--- config.mk ---
export PLATFORM = sky130hd
export DESIGN_NAME = modport_tap_flat
export DESIGN_NICKNAME = d
export VERILOG_FILES = /design/src/rtl/modport_tap_if.sv /design/src/rtl/modport_tap.sv /design/src/flat_wrapper.sv
export SDC_FILE = /design/constraint.sdc
export NUM_CORES = 1
export LEC_CHECK = 0
export CORE_ASPECT_RATIO = 1.5
export CORE_MARGIN = 8
export CORE_UTILIZATION = 35
export DETAILED_ROUTE_END_ITERATION = 6
export SETUP_SLACK_MARGIN = 0.2
export SLEW_MARGIN = 20
export SYNTH_ARGS = -nofsm -noshare
export SYNTH_HDL_FRONTEND = slang
export SYNTH_SLANG_ARGS = --single-unit
--- constraint.sdc ---
create_clock -name tck -period 2.95 [get_ports tck]
set_input_delay 0.59 -clock tck [delete_from_list [all_inputs] [get_ports tck]]
set_output_delay 0.59 -clock tck [all_outputs]
set_load 0.05 [all_outputs]
--- src/rtl/modport_tap_if.sv ---
// modport_tap_if: JTAG serial link between master agent and TAP slave
interface modport_tap_if;
  logic tdi;
  logic tms;
  logic tdo;
  modport master (output tdi, output tms, input tdo);
  modport slave (input tdi, input tms, output tdo);
endinterface

--- src/rtl/modport_tap.sv ---
// modport_tap: IEEE 1149.1-style TAP slave with IR, BYPASS, IDCODE and USER registers
module modport_tap #(
  parameter logic [31:0] IDCODE_VAL = 32'h0ABC_D123,
  parameter int IR_W = 4,
  parameter int USER_W = 32
) (
  input  logic              tck,
  input  logic              trst,
  modport_tap_if.slave      jtag,
  output logic [3:0]        tap_state,
  output logic [IR_W-1:0]   ir_q,
  output logic [USER_W-1:0] user_q
);
  typedef enum logic [3:0] {
    TLR = 4'hF, RTI = 4'hC,
    SEL_DR = 4'h7, CAP_DR = 4'h6, SH_DR = 4'h2, EX1_DR = 4'h1,
    PAUSE_DR = 4'h3, EX2_DR = 4'h0, UPD_DR = 4'h5,
    SEL_IR = 4'h4, CAP_IR = 4'hE, SH_IR = 4'hA, EX1_IR = 4'h9,
    PAUSE_IR = 4'hB, EX2_IR = 4'h8, UPD_IR = 4'hD
  } state_t;
  state_t state, nxt;
  logic [IR_W-1:0] ir_sr;
  logic [31:0] id_sr;
  logic [USER_W-1:0] user_sr;
  logic byp_sr, sel_id, sel_user, sel_byp, tdo_d;
  assign tap_state = state;
  assign sel_id = ir_q == IR_W'(4'b0001);
  assign sel_user = ir_q == IR_W'(4'b1000);
  assign sel_byp = !sel_id && !sel_user;
  always_comb begin
    nxt = TLR;
    case (state)
      TLR:      nxt = jtag.tms ? TLR    : RTI;
      RTI:      nxt = jtag.tms ? SEL_DR : RTI;
      SEL_DR:   nxt = jtag.tms ? SEL_IR : CAP_DR;
      CAP_DR:   nxt = jtag.tms ? EX1_DR : SH_DR;
      SH_DR:    nxt = jtag.tms ? EX1_DR : SH_DR;
      EX1_DR:   nxt = jtag.tms ? UPD_DR : PAUSE_DR;
      PAUSE_DR: nxt = jtag.tms ? EX2_DR : PAUSE_DR;
      EX2_DR:   nxt = jtag.tms ? UPD_DR : SH_DR;
      UPD_DR:   nxt = jtag.tms ? SEL_DR : RTI;
      SEL_IR:   nxt = jtag.tms ? TLR    : CAP_IR;
      CAP_IR:   nxt = jtag.tms ? EX1_IR : SH_IR;
      SH_IR:    nxt = jtag.tms ? EX1_IR : SH_IR;
      EX1_IR:   nxt = jtag.tms ? UPD_IR : PAUSE_IR;
      PAUSE_IR: nxt = jtag.tms ? EX2_IR : PAUSE_IR;
      EX2_IR:   nxt = jtag.tms ? UPD_IR : SH_IR;
      UPD_IR:   nxt = jtag.tms ? SEL_DR : RTI;
      default:  nxt = TLR;
    endcase
  end
  always_ff @(posedge tck)
    if (!trst) begin
      state <= TLR;
      ir_q <= IR_W'(4'b0001);
      user_q <= '0;
      ir_sr <= '0;
      id_sr <= '0;
      user_sr <= '0;
      byp_sr <= 1'b0;
    end else begin
      state <= nxt;
      if (state == CAP_IR) ir_sr <= IR_W'(4'b0101);
      if (state == SH_IR) ir_sr <= {jtag.tdi, ir_sr[IR_W-1:1]};
      if (state == UPD_IR) ir_q <= ir_sr;
      if (nxt == TLR) ir_q <= IR_W'(4'b0001);
      if (state == CAP_DR) begin
        if (sel_id) id_sr <= IDCODE_VAL;
        if (sel_user) user_sr <= user_q;
        if (sel_byp) byp_sr <= 1'b0;
      end
      if (state == SH_DR) begin
        if (sel_id) id_sr <= {jtag.tdi, id_sr[31:1]};
        if (sel_user) user_sr <= {jtag.tdi, user_sr[USER_W-1:1]};
        if (sel_byp) byp_sr <= jtag.tdi;
      end
      if (state == UPD_DR && sel_user) user_q <= user_sr;
    end
  // tdo is launched half a cycle early so the master sees it at the next rising edge
  always_comb
    tdo_d = state == SH_IR ? ir_sr[0] :
            state == SH_DR ? (sel_id ? id_sr[0] : sel_user ? user_sr[0] : byp_sr) : 1'b0;
  always_ff @(negedge tck) jtag.tdo <= tdo_d;
endmodule

--- src/flat_wrapper.sv ---
// flat-port wrapper written by rule: the top's interface ports become plain ports
module modport_tap_flat 
#(
  parameter logic [31:0] IDCODE_VAL = 32'h0ABC_D123,
  parameter int IR_W = 4,
  parameter int USER_W = 32
)
  (tck, trst, tap_state, ir_q, user_q, jtag_tdi, jtag_tms, jtag_tdo);
  modport_tap_if jtag_i ();
  input  logic tck;
  input  logic trst;
  output logic [3:0] tap_state;
  output logic [IR_W-1:0] ir_q;
  output logic [USER_W-1:0] user_q;
  input wire logic [$bits(jtag_i.tdi)-1:0] jtag_tdi;
  input wire logic [$bits(jtag_i.tms)-1:0] jtag_tms;
  output wire logic [$bits(jtag_i.tdo)-1:0] jtag_tdo;
  assign jtag_i.tdi = jtag_tdi;
  assign jtag_i.tms = jtag_tms;
  assign jtag_tdo = jtag_i.tdo;
  modport_tap #(.IDCODE_VAL(IDCODE_VAL), .IR_W(IR_W), .USER_W(USER_W)) u_core (.tck(tck), .trst(trst), .jtag(jtag_i), .tap_state(tap_state), .ir_q(ir_q), .user_q(user_q));
endmodule
# Word-level counts from Yosys, hierarchy flattened
# Index checks and enable logic that the tools add are counted.
classes:
  eq_ne: 18
  mux: 31
  n_bitwise: 1
  n_reduce_logical: 10
op_table:
  columns: ["operator", "count"]
  rows:
  - ["32-bit two-way mux", 8]
  - ["4-bit one-hot mux with 12 select lines", 1]
  - ["4-bit equality test (second input constant)", 10]
  - ["4-bit by 3-bit equality test with 1-bit output (second input constant)", 4]
  - ["2-bit two-way mux", 6]
  - ["3-bit two-way mux", 4]
  - ["4-bit two-way mux", 3]
  - ["1-bit two-way mux", 9]
  - ["4-bit by 1-bit equality test with 1-bit output (second input constant)", 2]
  - ["4-bit by 2-bit equality test with 1-bit output (second input constant)", 2]
  - ["2-bit OR reduction", 3]
  - ["4-bit logical NOT", 1]
  - ["3-bit OR reduction", 1]
  - ["1-bit logical AND", 2]
  - ["1-bit logical NOT", 2]
  - ["2-bit nonzero test", 1]
  - ["1-bit inverter", 1]
word_totals:
  wordCells: 68
  output_inout_bits: 41
  inputBits: 4
  regBits: 110

# Logic depth before layout (Yosys ltp)
# Gate-level depths: netlist (run 1).
logic_depth:
  depth_word: 7
  depth_mapped: 7
  mapped_depth_nobuf: 4

==> out/results.txt, run 1 <==
Total global-route track usage: 11.2%
Pleak: 0.00241 µW
Clock tree buffer depth: 2
Clock Pin Slew Worst Setup and Hold Paths: 0.06 ns
Ys async rst share: 0%
Syn nets: 513
Row count: 52
Fin Hold WS: 0.461 ns
N_diodes: 0
Fraction of layout cells with a size suffix above 1: 8.19%
Post-DP Area: 5180 µm²
Max-capacitance violation count: 0
Worst-Skew Late Latency: 0.39 ns
First-pass GRT wire length: 16500 µm
CTS Root Cell: clkbuf_16
# setup viols final: 0
Die ar.: 17400 µm²
Remaining DRCs: 0
Yosys top cell by area: dfxtp_1
Max FO, Critical Path: 1
Largest net degree at the start of global routing: 76
Flip-flop and latch area: 2220 µm²
CTS Sinks: 110
Unrepaired setup endpoints after global routing: true
Vias in the first global route: 3413
Unique cell type count in the Yosys netlist: 38
Starting Density: 35.4%
Crit end category: output pin
Syn_area_per_cell: 9.22 µm²
Worst hold path type: register to register
Synthesized area: 4690 µm²
Area contributors post-synth: dfxtp_1 47%, nand2_1 9.8%, mux2i_1 7.7%
Crit Path Category: register to output pin
I/O Buffers: 44
Top_reg_cell synth: dfxtp_1
Fillers: 1315
Via/cell ratio: 5.12
Synth warnings: 0
CP peak stage delay: 0.33 ns
Placer congestion estimate: 0.799
Post-DP HPWL: 5930 µm
Hold path startpoint: u_core.id_sr[13]
Slowest CP cell: dfxtp_2
FF-to-FF Start: u_core.ir_q[0]
Seq cells post-synth: 110
Worst supply voltage drop on vdd: 0.273 mV
Yosys top cell area share: 46.9%
Worst Path Required: 2.36 ns
Final hold violation count: 0
Worst slew margin: 34.9%
Via count: 3576
Worst slew pin tran: 0.976 ns
Multi-input logic area: 2240 µm²
Arr. time, crit path: 2.32 ns
Antenna violations before repair: 0
Final Skew: 0.0559 ns
Mapped Cells: 509
Die Ht: 158 µm
Total gr overflow: 0
Pwr per Cell Area: 523 nW/µm²
Die W: 111 µm
Critical path cell sequence: buf_12
Reg2reg setup slack: 0.22 ns
Sequential fraction of the synthesis area: 46.9%
CP delay by family, top: flip-flops
CP startpoint: u_core.jtag.tdo
CTS tree: built
IO Pins: 45
Syn-to-layout area delta: 17.4%
Critical path launch point type: register
Avg WL per Cell: 14.2 µm
WP buf/inv: 1
Post-Route WL: 9900 µm
Initial DRC count: 227
Post-route cell area: 5510 µm²
Max Transition Viols Final: 0
Total CTS buffers: 9
Htree depth: 3
CTS Hold Bufs: 0
Outcome: completed
Core ar.: 13300 µm²
EDFF count, synth: 0
Final ANT Viol Nets: 0
Layout net count: 538
Drt first pass iters: 4
-- kinds of logic after synthesis --
family	share of synthesized area (%)
mux	7.68
simple gates	21.7
xor+xnor	0.187
buf+inv	5.71
flops	46.9
compound gates	17.8
-- Yosys cell counts, types with 3 or more instances --
library cell,n
nor3_1,17
nand3b_1,18
nand2_1,123
o211a_1,32
o21ai_0,4
a21oi_1,5
buf_1,3
buf_2,10
nor2b_1,5
buf_6,10
dfxtp_1,110
a21boi_0,21
mux2i_1,36
inv_1,4
nor2_1,22
a21boi_1,30
nor3b_1,16
clkbuf_1,19
-- path summary, 6_finish.rpt --
check	end	cells past startpoint
worst min-delay path	u_core.id_sr[13]	2
worst max register to register	u_core.jtag.tdo	3
worst min register to register	u_core.id_sr[13]	2
worst max-delay path	jtag_tdo	1
-- per-layer routing --
layer / global-route usage [%] / wire (µm) / part of all wire [%] / vias up
li1: - / - / - / 1795
met4: 5.88 / 287 / 2.9 / 0
met2: 19.2 / 4850 / 49 / 61
met3: 2.96 / 344 / 3.5 / 20
met5: 0 / 0 / 0 / -
met1: 12.4 / 4420 / 45 / 1700
-- cell type report --
type | instances | area share [%]
Clock inverter | 2 | 0.159
Multi-Input combinational cell | 352 | 40.8
Inverter | 3 | 0.204
Clock buffer | 13 | 4.91
Sequential cell | 110 | 40.2
Timing Repair Buffer | 57 | 10.0
Tap cell | 162 | 3.68
-- state kept, by name, indices dropped and copies added (netlist names) --
signal	cells
u_core.user_q	32
u_core.id_sr	32
u_core.tap_state	4
u_core.ir_q	4
u_core.jtag.tdo	1
u_core.ir_sr	4
u_core.user_sr	32
u_core.byp_sr	1
-- placed cells by master (no fill, tap or decap), types with 3 or more instances in the layout --
cell type        Yosys  routed
a21boi_0            21      21
a21boi_1            30      30
a21oi_1              5       5
buf_4                1      13
clkbuf_16            0       9
clkbuf_8             0       3
clkdlybuf4s50_1      0      41
dfxtp_1            110     101
dfxtp_2              0       8
inv_1                4       4
mux2i_1             36      36
nand2_1            123     122
nand3b_1            18      18
nor2_1              22      22
nor2b_1              5       5
nor3_1              17      17
nor3b_1             16      16
o211a_1             32      32
o21ai_0              4       4
-- where the power goes --
part | total [µW] | switching [µW] | internal, µW
Combinational | 217 | 128 | 89.0
Sequential | 1520 | 22.1 | 1500
Clock | 1140 | 505 | 634
Total | 2880 | 655 | 2220
-- metrics by stage --
| stage | util (%) | std cells | worst slack (ns) | power (µW) | setup TNS, ns |
|---|---|---|---|---|---|
| 3_5_place_dp | 39.0 | 680 | 0.163 | 1770 | 0 |
| 2_1_floorplan | - | 509 | 0.0476 | 1720 | 0 |
| 6_report | 41.5 | 699 | 0.0352 | 2880 | 0 |
| 4_1_cts | 41.1 | 694 | 0.0208 | 2910 | 0 |
| 3_3_place_gp | 39.0 | 680 | 0.176 | 1770 | 0 |
| 5_1_grt | 41.5 | 699 | -0.00894 | 3000 | -0.00894 |
-- repair_timing --
action                     in CTS  in global routing
gates resized for setup         1                  2
buffers inserted                0                  5
hold endpoints to repair        0                  0
pin swaps                       0                  2
setup endpoints to repair       1                  2
cloned                          0                  0
Power figures use the tool's default switching activity.
==> inputs of run 2 (changes only) <==
--- a/config.mk
+++ b/config.mk
@@ -5,10 +5,14 @@
 export SDC_FILE = /design/constraint.sdc
 export NUM_CORES = 1
 export LEC_CHECK = 0
+export CELL_PAD_IN_SITES_DETAIL_PLACEMENT = 0
+export CELL_PAD_IN_SITES_GLOBAL_PLACEMENT = 1
 export CORE_ASPECT_RATIO = 1.5
 export CORE_MARGIN = 8
 export CORE_UTILIZATION = 35
 export DETAILED_ROUTE_END_ITERATION = 6
+export GPL_TIMING_DRIVEN = 1
+export PLACE_DENSITY_LB_ADDON = 0.1
 export SETUP_SLACK_MARGIN = 0.2
 export SLEW_MARGIN = 20
 export SYNTH_ARGS = -nofsm -noshare
==> out/results.txt, run 2 (synthesized netlist as in run 1, its figures left out) <==
Worst slew pin tran: 0.912 ns (-0.0644 ns)
Remaining DRCs: 0 (unchanged)
IO Pins: 45 (unchanged)
Htree depth: 3 (unchanged)
Post-Route WL: 10200 µm (+3.4%)
Total gr overflow: 0 (unchanged)
Flop pwr share: 50.6% (-2.3 points)
WP buf/inv: 1 (unchanged)
Arr. time, crit path: 2.33 ns (about the same)
Total global-route track usage: 12.0% (+0.86 points)
Critical path launch point type: register
Max Transition Viols Final: 0 (unchanged)
Largest registers: u_core.id_sr (32), u_core.user_q (32), u_core.user_sr (32)
Post-Place Cells: 684 (+0.59%)
Die ar.: 17400 µm² (unchanged)
Switching pwr: 670 µW (+2.3%)
Combinational share of power: 6.9% (-0.6 points)
Worst hold path type: register to register
Crit end category: output pin
Worst Path Required: 2.36 ns (about the same)
Finished Layout Cells: 699 (unchanged)
Unrepaired setup endpoints after global routing: true
CTS Sinks: 110 (unchanged)
# setup viols final: 0 (unchanged)
Final core utilization: 41.7% (+0.25 points)
Cell Int Power: 2350 µW (+5.5%)
Core ar.: 13300 µm² (unchanged)
Starting Density: 35.4% (unchanged)
Worst-Skew Late Latency: 0.39 ns (about the same)
Final WS setup: 0.0322 ns (-0.00295 ns)
Critical path cell sequence: buf_12
Sw Ratio: 22.2% (-0.54 points)
CP peak stage delay: 0.33 ns (about the same)
Final ANT Viol Nets: 0 (unchanged)
Final Skew: 0.0572 ns (+0.00131 ns)
Row count: 52 (unchanged)
Post-DP HPWL: 6390 µm (+7.8%)
Max FO, Critical Path: 1 (unchanged)
Max-capacitance violation count: 0 (unchanged)
Syn-to-layout area delta: 18.1%
Clock Pin Slew Worst Setup and Hold Paths: 0.06 ns (about the same)
Clock network power share: 42.4% (+2.8 points)
Die W: 111 µm (unchanged)
Total CTS buffers: 9 (unchanged)
Pwr per Cell Area: 545 nW/µm² (+4.2%)
Via count: 3576 (unchanged)
CTS Root Cell: clkbuf_16
Crit Path Category: register to output pin
Worst slew margin: 39.2% (+4.3 points)
Pleak: 0.00243 µW (+0.73%)
Largest net degree at the start of global routing: 68 (-11%)
Pre-CTS setup slack: 0.226 ns (+0.0625 ns)
Initial DRC count: 167 (-26%)
Clock tree buffer depth: 2 (unchanged)
Commonest non-fill, non-tap cell in the layout: nand2_1
Fraction of layout cells with a size suffix above 1: 7.82% (-0.37 points)
Overall power: 3020 µW (+4.8%)
Vias in the first global route: 3564 (+4.4%)
First-pass GRT wire length: 17400 µm (+5.6%)
Post-DP Area: 5230 µm² (+0.82%)
Post-route cell area: 5540 µm² (+0.59%)
CP delay by family, top: flip-flops
Slowest CP cell: dfxtp_2
N_diodes: 0 (unchanged)
Drt first pass iters: 6 (+2)
Layout net count: 537 (-0.19%)
Die Ht: 158 µm (unchanged)
Antenna violations before repair: 0 (unchanged)
Setup Buffers After CTS: 0 (unchanged)
Commonest cells after routing, fill and taps aside: 123 x nand2_1, 101 x dfxtp_1, 41 x clkdlybuf4s50_1, 36 x mux2i_1, 32 x o211a_1
Final hold violation count: 0 (unchanged)
Avg WL per Cell: 14.6 µm (+3.4%)
Worst supply voltage drop on vdd: 0.301 mV (+10%)
Fillers: 1390 (+5.7%)
CTS tree: built
Via/cell ratio: 5.12 (unchanged)
Outcome: completed
I/O Buffers: 44 (unchanged)
Placer congestion estimate: 0.753 (-5.8%)
run 2: final timing paths:
path                         start          endpoint  slack, ns  cells after the start
hold reg to reg   u_core.id_sr[13]  u_core.id_sr[13]       0.46                      2
setup reg to reg    u_core.ir_q[1]   u_core.jtag.tdo       0.26                      3
setup / recovery   u_core.jtag.tdo          jtag_tdo       0.03                      1
hold / removal    u_core.id_sr[13]  u_core.id_sr[13]       0.46                      2
run 2: final cells by class:
| type | instances | area, µm² | share of cell area [%] |
|---|---|---|---|
| multi-input combinational | 352 | 2230 | 40.3 |
| inverter | 3 | 11.3 | 0.203 |
| tap | 162 | 203 | 3.66 |
| timing repair buffer | 56 | 558 | 10.1 |
| clock buffer | 10 | 239 | 4.31 |
| clock inverter | 6 | 77.6 | 1.40 |
| sequential | 110 | 2220 | 40.0 |
run 2: metal layers:
layer | vias up | global-route usage [%] | part of all wire [%]
li1 | 1792 | - | -
met1 | 1734 | 13.1 | 44
met2 | 38 | 21.7 | 51
met3 | 12 | 2.81 | 3.0
met4 | 0 | 5.23 | 1.6
met5 | - | 0 | 0
run 2: through the flow:
step | setup TNS, ns | hold slack, ns
after floorplan | 0 | 0.441
after CTS | 0 | 0.467
after detailed placement | 0 | 0.458
final | 0 | 0.464
after global routing | -0.0348 | 0.488
after global placement | 0 | 0.451
run 2: timing repair:
| item | 4_1_cts | 5_1_grt |
|---|---|---|
| resized for setup | 1 | 0 |
| pin swaps | 0 | 0 |
| endpoints found under the setup margin | 1 | 1 |
| hold buffers | 0 | 0 |
run 2: power by group through the flow:
stage	logic, µW	clock network (µW)	registers (µW)
finish	210	1280	1530
global route	228	1410	1530
CTS	213	1340	1530
detailed placement	213	4.24	1560
global placement	214	4.24	1560
floorplan	148	4.24	1570
